===== src/rtl/int_ctxt_pkg.sv =====
// Shared sizing, context field layout and FSM encoding for the interrupt context controller.
// The context is packed MSB first as {pc, ctxt_addr, bit_cnt, pass, mask, C_F}.
package int_ctxt_pkg;

  localparam int DATA_WIDTH     = 16;
  localparam int DATA_DEPTH     = 128;
  localparam int ADDR_WIDTH_MEM = 16;
  localparam int STACK_DEPTH    = 8;
  localparam int PASS_W         = 3;

  localparam logic [ADDR_WIDTH_MEM-1:0] ISR_ADDR = 16'h0100;

  localparam int CTXT_W  = 2*ADDR_WIDTH_MEM + 2*DATA_WIDTH + PASS_W + DATA_DEPTH;
  localparam int RES_W   = CTXT_W - ADDR_WIDTH_MEM;
  localparam int DEPTH_W = $clog2(STACK_DEPTH + 1);

  localparam int CF_LSB    = 0;
  localparam int MASK_LSB  = CF_LSB + DATA_DEPTH;
  localparam int PASS_LSB  = MASK_LSB + DATA_WIDTH;
  localparam int BCNT_LSB  = PASS_LSB + PASS_W;
  localparam int CADDR_LSB = BCNT_LSB + DATA_WIDTH;
  localparam int PC_LSB    = CADDR_LSB + ADDR_WIDTH_MEM;

  typedef enum logic [2:0] {
    ST_IDLE     = 3'd0,
    ST_SAVE     = 3'd1,
    ST_ENTER    = 3'd2,
    ST_RET_REQ  = 3'd3,
    ST_WAIT_RDY = 3'd4,
    ST_RESUME   = 3'd5
  } state_e;

endpackage


===== src/rtl/int_ctxt_ctrl.sv =====
// Interrupt entry/return sequencer: saves the live context to a stack and reloads it on reti.
// Entry: boundary to pc_load in 2 cycles; return waits unbounded on ctxt_rdy. INT_NEST_EN enables nesting.
module int_ctxt_ctrl
  import int_ctxt_pkg::*;
(
  input  logic                      clk,
  input  logic                      rst,
  input  logic                      irq,
  input  logic                      instr_bnd,
  input  logic                      reti,
  input  logic [CTXT_W-1:0]         cur_ctxt,
  output logic                      int_set,
  output logic                      ret_valid,
  output logic [ADDR_WIDTH_MEM-1:0] ret_addr,
  output logic [ADDR_WIDTH_MEM-1:0] ctxt_addr,
  output logic [DATA_WIDTH-1:0]     tmp_bit_cnt,
  output logic [PASS_W-1:0]         tmp_pass,
  output logic [DATA_WIDTH-1:0]     tmp_mask,
  output logic [DATA_DEPTH-1:0]     tmp_C_F,
  input  logic                      ctxt_rdy,
  input  logic [ADDR_WIDTH_MEM-1:0] ret_addr_ret,
  input  logic [ADDR_WIDTH_MEM-1:0] ctxt_addr_ret,
  input  logic [DATA_WIDTH-1:0]     tmp_bit_cnt_ret,
  input  logic [PASS_W-1:0]         tmp_pass_ret,
  input  logic [DATA_WIDTH-1:0]     tmp_mask_ret,
  input  logic [DATA_DEPTH-1:0]     tmp_C_F_ret,
  output logic                      stall,
  output logic                      pc_load,
  output logic [ADDR_WIDTH_MEM-1:0] pc_load_val,
  output logic                      ctxt_load,
  output logic [RES_W-1:0]          res_ctxt,
  output logic                      err
);

  state_e                      state_q, state_d;
  logic [DEPTH_W-1:0]          depth_q, depth_d;
  logic [CTXT_W-1:0]           save_q, save_d;
  logic [RES_W-1:0]            res_q, res_d;
  logic [ADDR_WIDTH_MEM-1:0]   pcv_q, pcv_d;
  logic                        int_set_q, int_set_d;
  logic                        ret_valid_q, ret_valid_d;
  logic                        pc_load_q, pc_load_d;
  logic                        ctxt_load_q, ctxt_load_d;
  logic                        stall_q, stall_d;
  logic                        err_q, err_d;
  logic                        irq_ok;

`ifdef INT_NEST_EN
  assign irq_ok = (depth_q < DEPTH_W'(STACK_DEPTH));
`else
  assign irq_ok = (depth_q == '0);
`endif

  always_comb begin
    state_d = state_q;
    depth_d = depth_q;
    save_d  = save_q;
    res_d   = res_q;
    pcv_d   = pcv_q;
    err_d   = 1'b0;
    unique case (state_q)
      ST_IDLE: begin
        // reti takes priority; a refused irq simply stays pending on the level input
        if (instr_bnd) begin
          if (reti) begin
            if (depth_q != '0) state_d = ST_RET_REQ;
            else               err_d   = 1'b1;
          end else if (irq && irq_ok) begin
            state_d = ST_SAVE;
            save_d  = cur_ctxt;
          end
        end
      end
      ST_SAVE: begin
        depth_d = depth_q + DEPTH_W'(1);
        pcv_d   = ISR_ADDR;
        state_d = ST_ENTER;
      end
      ST_ENTER:   state_d = ST_IDLE;
      ST_RET_REQ: state_d = ST_WAIT_RDY;
      ST_WAIT_RDY: begin
        if (ctxt_rdy) begin
          pcv_d   = ret_addr_ret;
          res_d   = {ctxt_addr_ret, tmp_bit_cnt_ret, tmp_pass_ret, tmp_mask_ret, tmp_C_F_ret};
          depth_d = depth_q - DEPTH_W'(1);
          state_d = ST_RESUME;
        end
      end
      ST_RESUME:  state_d = ST_IDLE;
      default:    state_d = ST_IDLE;
    endcase

    // Strobes are decoded from the next state so every output comes straight from a flop.
    int_set_d   = (state_d == ST_SAVE);
    ret_valid_d = (state_d == ST_RET_REQ);
    pc_load_d   = (state_d == ST_ENTER) || (state_d == ST_RESUME);
    ctxt_load_d = (state_d == ST_RESUME);
    stall_d     = (state_d != ST_IDLE);
  end

  always_ff @(posedge clk or negedge rst) begin
    if (!rst) begin
      state_q     <= ST_IDLE;
      depth_q     <= '0;
      save_q      <= '0;
      res_q       <= '0;
      pcv_q       <= '0;
      int_set_q   <= 1'b0;
      ret_valid_q <= 1'b0;
      pc_load_q   <= 1'b0;
      ctxt_load_q <= 1'b0;
      stall_q     <= 1'b0;
      err_q       <= 1'b0;
    end else begin
      state_q     <= state_d;
      depth_q     <= depth_d;
      save_q      <= save_d;
      res_q       <= res_d;
      pcv_q       <= pcv_d;
      int_set_q   <= int_set_d;
      ret_valid_q <= ret_valid_d;
      pc_load_q   <= pc_load_d;
      ctxt_load_q <= ctxt_load_d;
      stall_q     <= stall_d;
      err_q       <= err_d;
    end
  end

  assign int_set     = int_set_q;
  assign ret_valid   = ret_valid_q;
  assign pc_load     = pc_load_q;
  assign pc_load_val = pcv_q;
  assign ctxt_load   = ctxt_load_q;
  assign res_ctxt    = res_q;
  assign stall       = stall_q;
  assign err         = err_q;

  assign ret_addr    = save_q[PC_LSB    +: ADDR_WIDTH_MEM];
  assign ctxt_addr   = save_q[CADDR_LSB +: ADDR_WIDTH_MEM];
  assign tmp_bit_cnt = save_q[BCNT_LSB  +: DATA_WIDTH];
  assign tmp_pass    = save_q[PASS_LSB  +: PASS_W];
  assign tmp_mask    = save_q[MASK_LSB  +: DATA_WIDTH];
  assign tmp_C_F     = save_q[CF_LSB    +: DATA_DEPTH];

endmodule

===== config.mk =====
export PLATFORM = sky130hd
export DESIGN_NAME = int_ctxt_ctrl
export DESIGN_NICKNAME = d
export VERILOG_FILES = /design/src/rtl/int_ctxt_pkg.sv /design/src/rtl/int_ctxt_ctrl.sv
export SDC_FILE = /design/constraint.sdc
export NUM_CORES = 1
export LEC_CHECK = 0
export CAP_MARGIN = 10
export CORE_AREA = 2 2 305 307
export CTS_BUF_LIST = sky130_fd_sc_hd__clkbuf_8
export CTS_CLUSTER_SIZE = 28
export DETAILED_ROUTE_END_ITERATION = 10
export DIE_AREA = 0 0 307 309
export PLACE_DENSITY_LB_ADDON = 0.12
export SLEW_MARGIN = 10
export SYNTH_ARGS = -nofsm -noshare
export SYNTH_HDL_FRONTEND = slang
export SYNTH_SLANG_ARGS = --single-unit

===== constraint.sdc =====
create_clock -name clk -period 2.9 [get_ports clk]
set_input_delay 0.435 -clock clk [delete_from_list [all_inputs] [get_ports clk]]
set_output_delay 0.435 -clock clk [all_outputs]
set_load 0.05 [all_outputs]

=== Yosys cells after proc, flatten, opt, wreduce, memory -nomap -nowiden ===
Cells that the tools add are included.

* Bits in registers: 403
* Input bits: 396
* Logic and storage cells: 46

* $add $sub $neg: 2
* Equal/unequal tests: 8
* Multiplexer cells: 14
* Bitwise logic cells: 1
* Reduce and logical (&&, ||, !) cells: 10

{| class="wikitable"
|+ Operators by type and width
! cell !! number
|-
| 16-bit case mux with 2 select lines || 1
|-
| 16-bit 2-to-1 mux || 1
|-
| 3-bit 2-to-1 mux || 5
|-
| 3-bit case mux with 4 select lines || 1
|-
| 3-bit by 2-bit equality test with 1-bit output, second input constant || 3
|-
| 4-bit case mux with 2 select lines || 1
|-
| 3-bit by 1-bit equality test with 1-bit output, second input constant || 2
|-
| 3-bit equality test, second input constant || 2
|-
| 4-bit by 1-bit adder with 4-bit output, second input constant || 1
|-
| 4-bit zero test || 1
|-
| 1-bit 2-to-1 mux || 4
|-
| 4-bit 2-to-1 mux || 1
|-
| 2-bit AND reduction || 2
|-
| 4-bit AND reduction || 1
|-
| 4-bit nonzero test || 1
|-
| 4-bit by 1-bit subtractor with 4-bit output, second input constant || 1
|-
| 3-bit zero test || 1
|-
| 3-bit nonzero test || 1
|-
| 2-bit != test, second input constant || 1
|-
| 2-bit nonzero test || 1
|-
| 1-bit logical AND || 1
|-
| 1-bit logical OR || 1
|-
| 1-bit NOT || 1
|}

=== Longest topological paths before layout ===
* Depth in word-level cells: 8
* Mapped depth: 7

=== Worst setup path before layout ===
No wires, ideal clock.

* Path type: register -> register
* Start point: register state_q[1]
* End point: register depth_q[3]
* Setup time: 0.071 ns
* Data arrival time: 2.165 ns
* Setup slack: 0.664 ns
* Stages on the path, launching flop included: 8
* Buffers on the path: 2
* Path through: dfrtp_1 buf_2 nor3b_2 buf_2 ha_1 and3_1 or4b_1 nand4_1

* Longest elaborated chain between the ends: 3
* Elaborated cells on any way between the ends: 6

{| class="wikitable"
|+ Ends and longest elaborated chain
! element !! line !! RTL
|-
| from (decl) || int_ctxt_ctrl.sv:35 || <nowiki>state_e state_q, state_d;</nowiki>
|-
| from (signal assigned) || int_ctxt_ctrl.sv:115 || <nowiki>state_q <= state_d;</nowiki>
|-
| 3-bit equality test or 3-bit by 1-bit equality test with 1-bit output (tied branches) || int_ctxt_ctrl.sv:61 || <nowiki>unique case (state_q)</nowiki>
|-
| 2-bit != test (no line) or 2-bit nonzero test (tied branches) || n/a ||
|-
| 2-bit AND reduction (no line) || n/a ||
|-
| to (signal assigned) || int_ctxt_ctrl.sv:116 || <nowiki>depth_q <= depth_d;</nowiki>
|-
| to (decl) || int_ctxt_ctrl.sv:36 || <nowiki>logic [DEPTH_W-1:0] depth_q, depth_d;</nowiki>
|}

Parallel ways exist; a longest one is shown, timed or not.
A chain may end at the register's enable or synchronous reset.

=== Final worst setup path ===
* Start point: register res_q[65], in the netlist res_ctxt[65]
* End point: output res_ctxt[65]

{| class="wikitable"
|+ RTL lines
! element !! line !! RTL
|-
| from (decl) || int_ctxt_ctrl.sv:38 || <nowiki>logic [RES_W-1:0] res_q, res_d;</nowiki>
|-
| from (signal assigned) || int_ctxt_ctrl.sv:118 || <nowiki>res_q <= res_d;</nowiki>
|-
| to (decl) || int_ctxt_ctrl.sv:31 || <nowiki>output logic [RES_W-1:0] res_ctxt,</nowiki>
|}

No word-level cell between the ends.

==> key figures <==
Timing
  • Worst-Margin Slew: 0.736 ns
  • Worst rel slew slack: 0.509
  • Setup TNS: 0 ns
  • Clk_skew: 0.0289 ns
  • Final setup fails: 0
  • Hold Fails Final Rpt: 0
  • WHS: 0.257 ns
  • Final period util: 0.836
  • Tmin final: 2.42 ns
  • Max Slew Vio Count: 0
  • Fmax: 413 MHz
  • RSZ-0062 raised after global routing: no

Placement
  • DP HPWL: 46.2 mm
  • Port Buffers: 791
  • RD Place Congestion: 0.741
  • Placed cell areas: 25100 um2

Worst setup path
  • Worst-path maximum fanout: 2
  • Crit path DAT: 1.99 ns
  • CP Data Required Time: 2.47 ns
  • Critical path's slowest cell: clkdlybuf4s50_1
  • WP buf/inv: 1
  • Worst setup EP type: output port
  • CP peak stage delay: 0.92 ns
  • CP Cell Sequence: clkdlybuf4s50_1
  • Crit-path leading delay family: buffers and inverters
  • Crit start category: flop
  • Crit Path Category: reg -> out

Finish
  • Area of the multi-input gates: 5150 um2
  • Layout cell share with drive strength beyond 1: 0.145
  • Reg area: 10100 um2
  • Cell area after layout: 26800 um2
  • Fill cells: 9476
  • Area Overhead vs Synth: 71.2%
  • # nets final: 2531

Route
  • WL final: 63.2 mm
  • First-pass DRT Iterations: 5
  • # DRC: 0
  • Post-DR vias/cell: 3.69
  • WL/cell: 18.7 um
  • Via count: 12486
  • Routed Antenna Nets: 0
  • Initial detailed-routing violation count: 559

Synth
  • Synth Warn #: 0
  • Yosys cell types: 37
  • Top post-synthesis cells by count: nand2_1 (553), dfrtp_1 (403), mux2_4 (100)
  • Seq/Total Area, Yosys: 0.643
  • Syn_area_per_cell: 12.2 um2
  • Post-Syn Instances: 1287
  • Area contributors post-synth: dfrtp_1 (64%), nand2_1 (13%), mux2_4 (9.6%), mux2_2 (4.2%), mux2_1 (2.8%)
  • Mux contribution to synthesized area: 0.176
  • Post-synthesis xor/xnor area fraction: 0.00112
  • Post-synthesis register bit count: 403
  • Most common cell in the netlist: nand2_1
  • Cell Area, Synth: 15700 um2
  • Share of the synthesized area in the top cell type: 0.643
  • Adder-Cell Fraction of Synth Area: 0.00287
  • Post-synth EDFFs: 0
  • Ys flop type: dfrtp_1
  • Post-synthesis simple-gate area fraction: 0.143
  • Main combinational cell family by area after synthesis: multiplexers
  • Post-synth ARST share: 1.00
  • Synth area leader: dfrtp_1
  • Syn Nets: 1686
  • Compound-gate portion of the synthesized area: 0.00319

Clocking
  • Hold buffers post-CTS: 1
  • Cts bufs inserted: 82
  • H-tree levels: 3
  • Worst-path clk slew: 0.06 ns
  • Root Driver: clkbuf_8
  • TritonCTS clock tree: yes
  • Clk Latency, worst-skew pair: 0.70 ns
  • Setup repair bufs after CTS: 0
  • Clk sink count: 403
  • Clk buf depth: 3
  • CTS resizes: 0

Die
  • Die area: 94900 um2
  • Initial Util: 0.172
  • Die X: 307 um
  • Cell Rows: 111
  • Die Y: 309 um
  • IO Count: 792
  • Core area: 91400 um2

Pwr
  • P_leak: 12.7 nW
  • Power Density: 1190 nW/um2
  • Worst VDD drop: 0.722 mV

GRT
  • Grt met3 use: 0.0646
  • First-pass GRT wire length: 91.0 mm
  • Initial antenna violation count: 8
  • GRT Overall Usage: 0.129
  • Total gr overflow: 0
  • Met2 Usage GRT: 0.232
  • Largest net degree at the start of global routing: 113
  • Vias in the first global route: 13685
  • Most Crowded Layer GR: met2
  • GRT met1 Usage: 0.128

Worst hold path
  • Hold/Removal Path Class: in -> reg

Job
  • # Max-Cap Violations: 0

Outcome
  • Status: finished, final reports clean
## routing by layer
layer,vias to the layer above,share of wire
met5,-,0.00096
met1,6037,0.35
li1,5815,-
met2,521,0.52
met3,105,0.10
met4,8,0.024
## layout by cell type, fill, tap and decap left out, types with 2 or more instances in the layout
| master | Yosys | layout |
|---|---|---|
| buf_12 | 0 | 12 |
| buf_4 | 0 | 21 |
| bufinv_16 | 0 | 3 |
| clkbuf_8 | 0 | 104 |
| clkdlybuf4s50_1 | 0 | 790 |
| clkinv_2 | 0 | 4 |
| clkinvlp_4 | 0 | 6 |
| dfrtp_1 | 403 | 403 |
| diode_2 | 0 | 3 |
| ha_1 | 2 | 2 |
| inv_1 | 20 | 48 |
| mux2_1 | 39 | 39 |
| mux2_2 | 58 | 58 |
| mux2_4 | 100 | 100 |
| mux2i_1 | 17 | 17 |
| nand2_1 | 553 | 553 |
| nand2b_1 | 2 | 2 |
| nor2_1 | 2 | 2 |
| o21ai_0 | 3 | 3 |
| or4_1 | 2 | 2 |
| xnor2_1 | 2 | 2 |
## sequential cells by signal (all words and copies together) (netlist names)
register and cells:
ctxt_load 1, depth_q 4, err 1, int_set 1, pc_load 1, pc_load_val 16
res_ctxt 179, ret_valid 1, save_q 195, stall 1, state_q 3
## layout make-up
| cell class | instances | share of cell area |
|---|---|---|
| Sequential cell | 403 | 0.376 |
| Inverter | 21 | 0.00312 |
| Tap cell | 1186 | 0.0553 |
| Multi-Input combinational cell | 799 | 0.192 |
| Clock buffer | 104 | 0.0533 |
| Clock inverter | 42 | 0.0101 |
| Timing Repair Buffer | 825 | 0.310 |
| Antenna cell | 3 | 0.000280 |
## where the power goes
group	switching, mW	internal [mW]
clock network	2.72	3.48
registers	1.30	7.86
logic	11.0	5.70
## worst paths after layout
| check | slack (ns) | cells after the start | to | from |
|---|---|---|---|---|
| max | 0.48 | 1 | res_ctxt[65] | res_ctxt[65] |
| min | 0.26 | 3 | res_ctxt[116] | tmp_C_F_ret[116] |
| max reg2reg | 0.70 | 6 | depth_q[3] | state_q[2] |
| min reg2reg | 0.47 | 2 | res_ctxt[108] | res_ctxt[108] |
| max in group asynchronous | 1.75 | 3 | res_ctxt[133] | rst |
| min in group asynchronous | 0.33 | 2 | save_q[40] | rst |
## through the flow
step                      power [mW]   util  setup slack [ns]  std cells
after detailed placement        26.1  0.275             0.369       3233
after global placement          26.1  0.275             0.377       3233
after CTS                       32.7  0.294             0.284       3380
after floorplan                 19.5      -             0.664       1287
after global routing            33.7  0.294             0.254       3382
final                           32.1  0.294             0.476       3383
## cell families (layout without fill, tap and decap cells)
family / count (synthesis) / count (layout)
compound gates: 8 / 8
xor+xnor: 2 / 2
fa+ha+maj: 3 / 3
buf+inv: 85 / 992
flops: 403 / 403
mux: 214 / 214
other cells: 0 / 3
simple gates: 572 / 572
No activity file was read; power rests on OpenSTA's default activity.
==> variant 1 (same flow settings) <==
Change the package constant `DATA_WIDTH` from 16 to 18.
--- a/src/rtl/int_ctxt_pkg.sv
+++ b/src/rtl/int_ctxt_pkg.sv
@@ -3,5 +3,5 @@
 package int_ctxt_pkg;
 
-  localparam int DATA_WIDTH     = 16;
+  localparam int DATA_WIDTH     = 18;
   localparam int DATA_DEPTH     = 128;
   localparam int ADDR_WIDTH_MEM = 16;
Ports: changed (6 resized); port bits go from 792 to 808. No check against the original RTL was run, so the function may have changed too.
==> variant 1 against the unedited design <==
  * Wire length increased by 4.1%
  * Register-to-register slack lost 0.02 ns
  * Worst hold slack gained 0.018 ns
  * Cell area is 2.8% higher
  * Total power grew 1.7%
  * Sequential cell count up 8
  * Setup slack better by 0.0067 ns
  * Area after synthesis up 5.7%
  * First-iteration DRC count rose by 8.8%
  * Non-clock buffer count up 14
  * Critical path depth did not move
==> variant 1: results <==
{
  "synth_cell_type_count": 35,
  "syn_area_per_cell_um2": 12.6,
  "antenna_found_initial": 18,
  "syn_nets": 1722,
  "gp_congestion": 0.752,
  "synthArstFlopShare_pct": 100,
  "wl_per_cell_um": 19.2,
  "largest_reg_flops": 199,
  "path_delay_family": "buffers and inverters",
  "vias": 12800,
  "portBuffers": 807,
  "slowest_delay_ns": 0.96,
  "nets": 2581,
  "cts_root_buf": "clkbuf_8",
  "wl_met1_um": 23000,
  "cts_buffers": 84,
  "fin_worst_skew_ns": 0.0219,
  "top_layer": "met5",
  "min_delay_path_depth": 3,
  "filler_cell_count": 9415,
  "dp_cells": 3273,
  "ir_worst_vdd_mv": 0.598,
  "dp_hpwl_um": 48800,
  "p_leak_nw": 13.3,
  "cp.arrival_ns": 1.98,
  "drtIter0Drc": 608,
  "hold_class": "input port to flip-flop",
  "wl_met2_um": 33900,
  "cts_setup_buffers": 0,
  "clock_latency_ns": 0.69,
  "wl_um": 65800,
  "status": "completed",
  "ys_seq_area_share_pct": 62.1,
  "switchingPower_w": 0.0153,
  "wl_met3_um": 7380,
  "grt_usage_pct": 13.5,
  "grt_pass1_wl_um": 94500,
  "synth_common_cells": "nand2_1 (567), dfrtp_1 (411), mux2_4 (199)",
  "worstMarginPinSlew_ns": 0.824,
  "dr.pass1.iters": 4,
  "drive_gt1_share_pct": 15.9,
  "grt_start_max_net_pins": 138,
  "r2r_cells": 5,
  "synthTopCellsByArea": "dfrtp_1 (62%), mux2_4 (18%), nand2_1 (13%)",
  "grt_pass1_vias": 13900
}
==> variant 1: cell families after synthesis <==
family,synth area share [%]
compound gates,0.287
xor+xnor,0.106
fa+ha+maj,0.272
buf+inv,4.15
flops,62.1
mux,19.2
simple gates,13.9
==> variant 1: final timing paths <==
kind / slack (ns) / start / to
hold / removal: 0.28 / tmp_C_F_ret[86] / res_ctxt[86]
hold reg to reg: 0.47 / res_ctxt[170] / res_ctxt[170]
min in group asynchronous: 0.31 / rst / save_q[94]
setup / recovery: 0.48 / res_ctxt[180] / res_ctxt[180]
setup reg to reg: 0.68 / state_q[0] / save_q[118]
max in group asynchronous: 1.61 / rst / save_q[19]
==> variant 1: area by class of cell <==
class	count	share of cell area (%)
Timing Repair Buffer	839	30.8
Clock buffer	105	5.23
Multi-Input combinational cell	817	20.3
Tap cell	1186	5.37
Inverter	21	0.304
Antenna cell	7	0.0634
Clock inverter	42	0.666
Sequential cell	411	37.2
==> variant 1: metal layers <==
layer / global-route usage, % / vias to the layer above
met3: 6.90 / 103
met5: 0 / -
met1: 13.5 / 6232
met2: 23.8 / 531
met4: 4.91 / 22
li1: - / 5936
==> variant 1: what timing repair did <==
action,CTS,global route
hold buffers,1,0
hold endpoints to repair,53,0
resized for setup,0,0
==> variant 1: power groups by stage <==
stage          sequential (W)  combinational, W  clock (W)
2_1_floorplan          0.0171           0.00312          0
3_3_place_gp          0.00937            0.0175          0
3_5_place_dp          0.00938            0.0176          0
4_1_cts               0.00937            0.0176    0.00629
5_1_grt               0.00967            0.0182    0.00656
6_report              0.00935            0.0174    0.00592
==> variant 1: per-stage QoR <==
stage	worst slack (ns)	area [um2]	util, %	hold slack (ns)
final	0.483	27600	30.2	0.276
after global routing	0.298	27600	30.2	0.192
after CTS	0.304	27600	30.2	0.145
after detailed placement	0.350	26000	28.4	0.461
after global placement	0.376	26000	28.4	0.457
after floorplan	0.505	16600	-	0.139
==> variant 2 (same flow settings) <==
Without the edit above. Register the input `irq` before use, with the module's reset. The logic sees it one clock later. The other inputs are not delayed to match.
--- a/src/rtl/int_ctxt_ctrl.sv
+++ b/src/rtl/int_ctxt_ctrl.sv
@@ -33,4 +33,14 @@
 );
 
+  logic irq_q;
+
+  always_ff @(posedge clk or negedge rst) begin
+    if (!rst) begin
+      irq_q <= '0;
+    end else begin
+      irq_q <= irq;
+    end
+  end
+
   state_e                      state_q, state_d;
   logic [DEPTH_W-1:0]          depth_q, depth_d;
@@ -66,5 +76,5 @@
             if (depth_q != '0) state_d = ST_RET_REQ;
             else               err_d   = 1'b1;
-          end else if (irq && irq_ok) begin
+          end else if (irq_q && irq_ok) begin
             state_d = ST_SAVE;
             save_d  = cur_ctxt;
Check against the original RTL: not settled (the Yosys comparison gave no result); the edit may change what the design does.
==> variant 2 against the unedited design <==
  * Global-route usage down 0.28 points
  * Area after synthesis down 2.5%
  * Sequential cell count up 1
  * Total power down 9.5%
  * Cell area down 1.5%
  * Wire length down 2.4%
  * Setup slack better by 0.043 ns
  * Largest cell class unchanged
  * Largest power group unchanged
  * Highest routed layer unchanged
==> variant 2: results <==
{
  "path_delay_family": "buffers and inverters",
  "switchingPower_w": 0.0134,
  "grt_pass1_vias": 13700,
  "synth_cell_type_count": 34,
  "cts_buffer_depth": 3,
  "clk_pin_slew_ns": 0.06,
  "synth-edff-count": 0,
  "viasPerCell": 3.71,
  "ys_warn_count": 0,
  "r2r_cells": 7,
  "status": "completed",
  "preCtsSetupSlack_ns": 0.295,
  "relSlewSlack_pct": 30.2,
  "grt_pass1_wl_um": 89800,
  "worstSetupStartpoint": "save_q[119]",
  "nets": 2536,
  "clock_latency_ns": 0.67,
  "p_leak_nw": 12.4,
  "gp_congestion": 0.757,
  "slowest_stage": "clkdlybuf4s50_1",
  "cp_max_fo": 2,
  "drtIter0Drc": 432,
  "min_delay_path_depth": 1,
  "drive_gt1_share_pct": 9.76,
  "top_register": "save_q",
  "wl_per_cell_um": 18.2,
  "reg2reg_from": "state_q[0]",
  "cts_setup_buffers": 0,
  "setup_viol": 0,
  "reg2reg_slack_ns": 0.70,
  "cts_root_buf": "clkbuf_8",
  "portBuffers": 791,
  "cts_buffers": 80,
  "fin_worst_skew_ns": 0.0181,
  "hold_class": "input port to flip-flop",
  "ir_worst_vdd_mv": 0.530,
  "h-tree-depth": 3,
  "slowest_delay_ns": 0.85,
  "synthArstFlopShare_pct": 100,
  "synthTopCellsByArea": "dfrtp_1 (66%), nand2_1 (14%), mux2_1 (10%)",
  "r2r_end": "depth_q[3]",
  "syn_nets": 1689,
  "filler_cell_count": 9500,
  "grt_start_max_net_pins": 181,
  "grt_usage_pct": 12.6,
  "largest_reg_flops": 195,
  "dp_hpwl_um": 45800,
  "fin_crit_sh_pct": 82.1,
  "ys_seq_area_share_pct": 66.2,
  "crit_path_end": "tmp_C_F[119]",
  "synth_common_cells": "nand2_1 (555), dfrtp_1 (404), mux2_1 (139)",
  "cp.arrival_ns": 1.95,
  "dr.pass1.iters": 4,
  "postPlaceCellArea_mm2": 0.0248,
  "antenna_found_initial": 11
}
variant 2: area by class of cell:
type	count	area [um2]	share of cell area [%]
flip-flops and latches	404	10100	38.2
diodes	7	17.5	0.0662
repair buffers	829	8390	31.7
clock buffers	100	1380	5.21
clock inverters	38	201	0.762
inverters	20	80.1	0.303
multi-input cells	802	4790	18.1
well taps	1186	1480	5.61
variant 2: what timing repair did:
action,4_1_cts,5_1_grt
resized for setup,0,0
endpoints found under the hold margin,67,0
setup endpoints to repair,0,0
hold buffers,1,0
variant 2: layer usage:
metal | track usage, % | up-vias | routed length (um)
met5 | 0 | - | 91
met4 | 3.83 | 12 | 1470
met3 | 7.04 | 115 | 7620
met2 | 22.5 | 546 | 31400
met1 | 12.3 | 6066 | 21200
li1 | - | 5833 | -
variant 2: worst min-delay path by stage:
stage                        from            end  slack, ns
global placement    res_ctxt[103]  res_ctxt[103]       0.46
floorplan                     rst      ctxt_load       0.14
global route                  irq          irq_q       0.16
detailed placement  res_ctxt[150]  res_ctxt[150]       0.46
CTS                           irq          irq_q       0.13
finish                        irq          irq_q       0.23
variant 2: cells by family after synthesis:
family / synth area share [%]
compound gates: 0.319
mux: 15.6
buf+inv: 2.69
simple gates: 14.8
xor+xnor: 0.115
fa+ha+maj: 0.295
flops: 66.2
variant 2: power by group through the flow:
stage | Clock (W) | Combinational (W) | Sequential (W)
after detailed placement | 0 | 0.0147 | 0.00880
after global placement | 0 | 0.0147 | 0.00877
after floorplan | 0 | 0.00218 | 0.0154
after CTS | 0.00615 | 0.0147 | 0.00877
final | 0.00580 | 0.0145 | 0.00873
after global routing | 0.00641 | 0.0152 | 0.00901
variant 2: through the flow:
step | hold slack (ns) | instances
floorplan | 0.139 | 1290
global placement | 0.458 | 3240
detailed placement | 0.461 | 3240
CTS | 0.133 | 3379
global route | 0.160 | 3382
finish | 0.225 | 3386
